### config.mk
export PLATFORM = sky130hd
export DESIGN_NAME = cell_sort_drain_flat
export DESIGN_NICKNAME = d
export VERILOG_FILES = /design/src/rtl/cell_sort_drain_if.sv /design/src/rtl/cell_sort_drain.sv /design/src/flat_wrapper.sv
export SDC_FILE = /design/constraint.sdc
export NUM_CORES = 1
export LEC_CHECK = 0
export CELL_PAD_IN_SITES_DETAIL_PLACEMENT = 1
export CELL_PAD_IN_SITES_GLOBAL_PLACEMENT = 2
export CORE_UTILIZATION = 35
export DETAILED_ROUTE_END_ITERATION = 8
export HOLD_SLACK_MARGIN = 0.08
export PLACE_DENSITY = 0.78
export SLEW_MARGIN = 20
export SYNTH_ARGS = -nofsm -noshare
export SYNTH_HDL_FRONTEND = slang
export SYNTH_SLANG_ARGS = --single-unit
### constraint.sdc
create_clock -name clk -period 10.95 [get_ports clk]
set_input_delay 2.19 -clock clk [delete_from_list [all_inputs] [get_ports clk]]
set_output_delay 2.19 -clock clk [all_outputs]
set_load 0.01 [all_outputs]
### src/rtl/cell_sort_drain_if.sv
// Sorted-entry output stream of cell_sort_drain: key, metadata and last flag under valid/ready.
interface cell_sort_drain_if #(
  parameter int SORTB = 8,
  parameter int METAB = 32
);
  logic [SORTB-1:0] data_o;
  logic [METAB-1:0] metadata_o;
  logic             valid_o;
  logic             ready_i;
  logic             last_o;

  modport master (
    output data_o,
    output metadata_o,
    output valid_o,
    output last_o,
    input  ready_i
  );

  modport slave (
    input  data_o,
    input  metadata_o,
    input  valid_o,
    input  last_o,
    output ready_i
  );
endinterface

### src/rtl/cell_sort_drain.sv
// Snapshots the sort array at frame end, clears it, then streams occupied cells in order; first entry 2 cycles after frame_end.
// Output entry holds while ready_i is low; strobes arriving while busy are dropped and flagged in err_o.
module cell_sort_drain #(
  parameter  int SORTB = 8,
  parameter  int METAB = 32,
  parameter  int DEPTH = 16,
  localparam int CNTB  = $clog2(DEPTH + 1)
) (
  input  logic                   clk,
  input  logic                   rst,
  input  logic [DEPTH*SORTB-1:0] cells_data_i,
  input  logic [DEPTH*METAB-1:0] cells_metadata_i,
  input  logic                   dav_i,
  input  logic                   frame_end_i,
  output logic                   array_clr_o,
  output logic                   busy_o,
  cell_sort_drain_if.master      dout,
  output logic [CNTB-1:0]        count_o,
  output logic                   err_o
);

  localparam int              IDXB = (DEPTH > 1) ? $clog2(DEPTH) : 1;
  localparam logic [CNTB-1:0] FULL = CNTB'(DEPTH);
  localparam logic [CNTB-1:0] ONE  = CNTB'(1);

  typedef enum logic [1:0] {
    S_IDLE    = 2'd0,
    S_CAPTURE = 2'd1,
    S_DRAIN   = 2'd2
  } state_t;

  state_t                 state_q, state_d;
  logic [CNTB-1:0]        cnt_q, cnt_d;
  logic [CNTB-1:0]        count_q, count_d;
  logic [IDXB-1:0]        idx_q, idx_d;
  logic                   err_q, err_d;
  logic [DEPTH*SORTB-1:0] key_q, key_d;
  logic [DEPTH*METAB-1:0] meta_q, meta_d;

  logic draining;
  logic is_last;
  logic xfer;

  assign draining = (state_q == S_DRAIN);
  assign is_last  = draining && (CNTB'(idx_q) == (count_q - ONE));
  assign xfer     = draining && dout.ready_i;

  always_comb begin
    state_d = state_q;
    cnt_d   = cnt_q;
    count_d = count_q;
    idx_d   = idx_q;
    err_d   = err_q;
    key_d   = key_q;
    meta_d  = meta_q;

    // Any strobe outside IDLE is a protocol violation and has no other effect.
    if ((state_q != S_IDLE) && (dav_i || frame_end_i)) begin
      err_d = 1'b1;
    end

    case (state_q)
      S_IDLE: begin
        if (dav_i && (cnt_q != FULL)) begin
          cnt_d = cnt_q + ONE;
        end
        if (frame_end_i) begin
          state_d = S_CAPTURE;
        end
      end

      S_CAPTURE: begin
        // Inputs still hold the pre-clear cell contents in this cycle.
        key_d   = cells_data_i;
        meta_d  = cells_metadata_i;
        count_d = cnt_q;
        cnt_d   = '0;
        idx_d   = '0;
        state_d = (cnt_q == '0) ? S_IDLE : S_DRAIN;
      end

      S_DRAIN: begin
        if (xfer) begin
          idx_d = idx_q + 1'b1;
          if (is_last) begin
            state_d = S_IDLE;
          end
        end
      end

      default: begin
        state_d = S_IDLE;
      end
    endcase
  end

  always_ff @(posedge clk) begin
    if (rst) begin
      state_q <= S_IDLE;
      cnt_q   <= '0;
      count_q <= '0;
      idx_q   <= '0;
      err_q   <= 1'b0;
    end else begin
      state_q <= state_d;
      cnt_q   <= cnt_d;
      count_q <= count_d;
      idx_q   <= idx_d;
      err_q   <= err_d;
    end
  end

  // Shadow contents are only meaningful after a capture, so they carry no reset.
  always_ff @(posedge clk) begin
    key_q  <= key_d;
    meta_q <= meta_d;
  end

  assign array_clr_o     = (state_q == S_CAPTURE);
  assign busy_o          = (state_q != S_IDLE);
  assign count_o         = count_q;
  assign err_o           = err_q;
  assign dout.valid_o    = draining;
  assign dout.last_o     = is_last;
  assign dout.data_o     = draining ? key_q[idx_q*SORTB +: SORTB]  : '0;
  assign dout.metadata_o = draining ? meta_q[idx_q*METAB +: METAB] : '0;

endmodule

### src/flat_wrapper.sv
// flat-port wrapper written by rule: the top's interface ports become plain ports
module cell_sort_drain_flat 
#(
  parameter  int SORTB = 8,
  parameter  int METAB = 32,
  parameter  int DEPTH = 16,
  localparam int CNTB  = $clog2(DEPTH + 1)
)
  (clk, rst, cells_data_i, cells_metadata_i, dav_i, frame_end_i, array_clr_o, busy_o, count_o, err_o, dout_data_o, dout_metadata_o, dout_valid_o, dout_last_o, dout_ready_i);
  cell_sort_drain_if #(.SORTB(SORTB), .METAB(METAB)) dout_i ();
  input  logic clk;
  input  logic rst;
  input  logic [DEPTH*SORTB-1:0] cells_data_i;
  input  logic [DEPTH*METAB-1:0] cells_metadata_i;
  input  logic dav_i;
  input  logic frame_end_i;
  output logic array_clr_o;
  output logic busy_o;
  output logic [CNTB-1:0] count_o;
  output logic err_o;
  output wire logic [$bits(dout_i.data_o)-1:0] dout_data_o;
  output wire logic [$bits(dout_i.metadata_o)-1:0] dout_metadata_o;
  output wire logic [$bits(dout_i.valid_o)-1:0] dout_valid_o;
  output wire logic [$bits(dout_i.last_o)-1:0] dout_last_o;
  input wire logic [$bits(dout_i.ready_i)-1:0] dout_ready_i;
  assign dout_data_o = dout_i.data_o;
  assign dout_metadata_o = dout_i.metadata_o;
  assign dout_valid_o = dout_i.valid_o;
  assign dout_last_o = dout_i.last_o;
  assign dout_i.ready_i = dout_ready_i;
  cell_sort_drain #(.SORTB(SORTB), .METAB(METAB), .DEPTH(DEPTH)) u_core (.clk(clk), .rst(rst), .cells_data_i(cells_data_i), .cells_metadata_i(cells_metadata_i), .dav_i(dav_i), .frame_end_i(frame_end_i), .array_clr_o(array_clr_o), .busy_o(busy_o), .dout(dout_i), .count_o(count_o), .err_o(err_o));
endmodule
==> results.txt <==
Outcome: completed
CTS Hold Buffers Added: 0
IO Count: 695
EDFF count, synth: 640
H-tree depth: 3
Vias: 15080
Area grow syn2layout: 40.53%
Mux cell area share after synthesis: 15.82%
Core Util, Final: 50.07%
Fillers: 6718
Worst EP required: 8.76 ns
Pin count of the biggest net entering global routing: 180
Crit Path Category: register to output pin
Syn Area/Cell: 20.68 sq um
CORE AREA: 71980 sq um
Final Net Count: 2604
P_leak: 11.94 nW
Netlist cell types: 47
CTS resizes: 0
Final WL: 81880 um
Post-Syn Area: 25650 sq um
Worst-margin pin slew: 1.073 ns
Total gr overflow: 0
RSZ-0062 raised after global routing: no
Post-Synthesis Cells: 1240
Die Y-Extent: 272.7 um
Hold Crit Class: register to register
Fin Clk Skew: 0.03172 ns
Final Hold Vio Count: 0
CTS sink count: 657
TritonCTS clock tree: built
Post-Synth Simple-Gate Area: 1.873%
Main synth FF type: edfxtp_1
Syn_nets: 1889
Post-detailed-route wirelength per cell: 27.39 um
CP Launch Type: register
Sequential area share after synthesis: 76.26%
Residual DRC: 0
Synth warn: 0
Global-route wire length before repair: 114400 um
Clock power share: 42.2%
Final HPWL DP: 58390 um
Fin cells: 2989
Synth top area share: 74.93%
Clk_lat worst skew: 0.62 ns
Yosys reg bits: 657
Longest Clk Path Bufs: 3
Pint: 4.567 mW
Final worst-path cycle share: 57.34%
Post-route setup TNS: 0 ns
Comb pwr share: 7.1%
Die X: 272.7 um
Headroom to the max-slew limit: 28.49%
Synth Area in Compound Gates: 3.991%
Minimum clock period: 6.279 ns
Total chip power: 5.793 mW
Num rows: 98
Slowest cell delay on critical path: 0.78 ns
Setup violators final: 0
Peak VDD IR: 0.1457 mV
Final Max Tran Viols: 0
Top cells by area, synth: edfxtp_1, mux4_2, mux2i_1
Switching Power: 1.226 mW
Fraction of synthesized cell area in xor and xnor cells: 0.2732%
Proportion of layout cells with a drive suffix above 1: 14.25%
Root Driver: clkbuf_16
Pre-antenna DRT Iters: 5
Crit Path Max Fanout: 94
Asr flop ratio synth: 0%
Area leader, netlist: edfxtp_1
Flop pwr share: 50.7%
Buffers on Ports: 694
GRT Total Usage: 21.46%
# Max-Cap Violations: 0
Net Sw Frac: 21.17%
Cts bufs inserted: 75
Critical path arrival: 4.09 ns
Vias in the first global route: 16290
Die ar.: 74370 sq um
Power per cell area: 160.7 nW/um^2
Critical-path cell list: buf_12 -> buf_4 -> mux2_2 -> nand2_1 -> a32o_1 -> o32ai_1 -> clkdlybuf4s50_1
Post-Synth Adder-Cell Area: 0.1951%
Top cells by count, synth: edfxtp_1, mux4_2, mux2i_1
Crit end category: output pin
GPL Wtd Cong: 0.8462
Initial antenna violation count: 37
Placed Cells: 2828
Vias per cell: 5.043
Starting density of the core: 35.63%
Largest family of logic cells by synthesized area: multiplexers
F_max: 0.1593 GHz
Clock Pin Slew Worst Setup and Hold Paths: 0.06 ns
Top-count cell post-synth: edfxtp_1
CP max-delay cell: buf_4
Post-CTS setup buffers: 0
Iter 0 DRT Violations: 985
Routed Antenna Nets: 0
## worst max-delay path, delay by kind of cell (launching register included)
kind	cells	cell delay, ns
buf+inv	3	1.88
simple gates	1	0.07
mux	1	0.29
flops	1	0.36
compound gates	2	0.69
## through the flow
stage,instance area (sq um),setup WS [ns],hold slack [ns]
6_report,36040,4.671,0.4618
5_1_grt,36030,4.385,0.4981
4_1_cts,35980,4.568,0.4676
3_5_place_dp,33590,5.271,0.4555
3_3_place_gp,33590,5.251,0.4410
2_1_floorplan,25650,0.7645,0.4619
## registers in the layout (all words and copies together) (netlist names)
name	cells
u_core.meta_q	512
u_core.key_q	128
u_core.idx_q	4
u_core.state_q	2
u_core.err_o	1
u_core.cnt_q	5
u_core.count_o	5
## per-layer routing
metal  share of wire, %  up-vias  track usage [%]
li1                   -     6628                -
met1                 37     7764            25.07
met2                 54      514            37.77
met3                6.4      141            5.544
met4                2.5       28            8.028
met5               0.24        -                0
## cell type report
cell class | count | area (sq um) | share of cell area, %
flip-flops and latches | 657 | 19570 | 54.30
multi-input cells | 501 | 5693 | 15.80
repair buffers | 711 | 7099 | 19.70
diodes | 25 | 62.56 | 0.1736
inverters | 9 | 43.79 | 0.1215
well taps | 950 | 1189 | 3.298
clock inverters | 40 | 385.4 | 1.069
clock buffers | 96 | 1998 | 5.544
## worst paths after layout
| path | from | end | slack [ns] | depth (start not counted) |
|---|---|---|---|---|
| max reg2reg | u_core.state_q[1]$_SDFFE_PP0P_ | u_core.meta_q[131]$_DFFE_PP_ | 7.18 | 4 |
| max | u_core.idx_q[0]$_SDFFE_PP0P_ | dout_metadata_o[31] | 4.67 | 7 |
| min reg2reg | u_core.err_o$_SDFFE_PP0P_ | u_core.err_o$_SDFFE_PP0P_ | 0.46 | 2 |
| min | u_core.err_o$_SDFFE_PP0P_ | u_core.err_o$_SDFFE_PP0P_ | 0.46 | 2 |
## cell usage in the layout (no fill, tap or decap), types with 5 or more instances in the layout
cell and instances:
dfxtp_1 14, mux4_2 107, o32ai_1 28, mux2i_1 106, clkbuf_1 19, a32o_1 26, buf_4 15, clkinv_2 12
clkinv_1 14, a21oi_1 13, mux2_2 48, diode_2 25, inv_1 7, nand2_1 66, nor2_1 5, nand3_1 6
xnor2_1 5, clkdlybuf4s50_1 694, clkbuf_16 77, o22ai_1 13, nor3_1 5, edfxtp_1 640, o211a_1 26
## power groups by stage
stage | logic (mW) | clock network (mW) | registers [mW]
floorplan | 0.125 | 0 | 3.01
global placement | 0.403 | 0 | 2.98
detailed placement | 0.414 | 0 | 2.99
CTS | 0.416 | 2.49 | 2.94
global route | 0.438 | 2.58 | 2.95
finish | 0.412 | 2.44 | 2.94
## cells by family after synthesis
family          after synthesis
compound gates              120
xor+xnor                      8
fa+ha+maj                     4
buf+inv                      82
flops                       657
mux                         265
simple gates                104
Note: power is estimated with default switching activity, not from simulation.
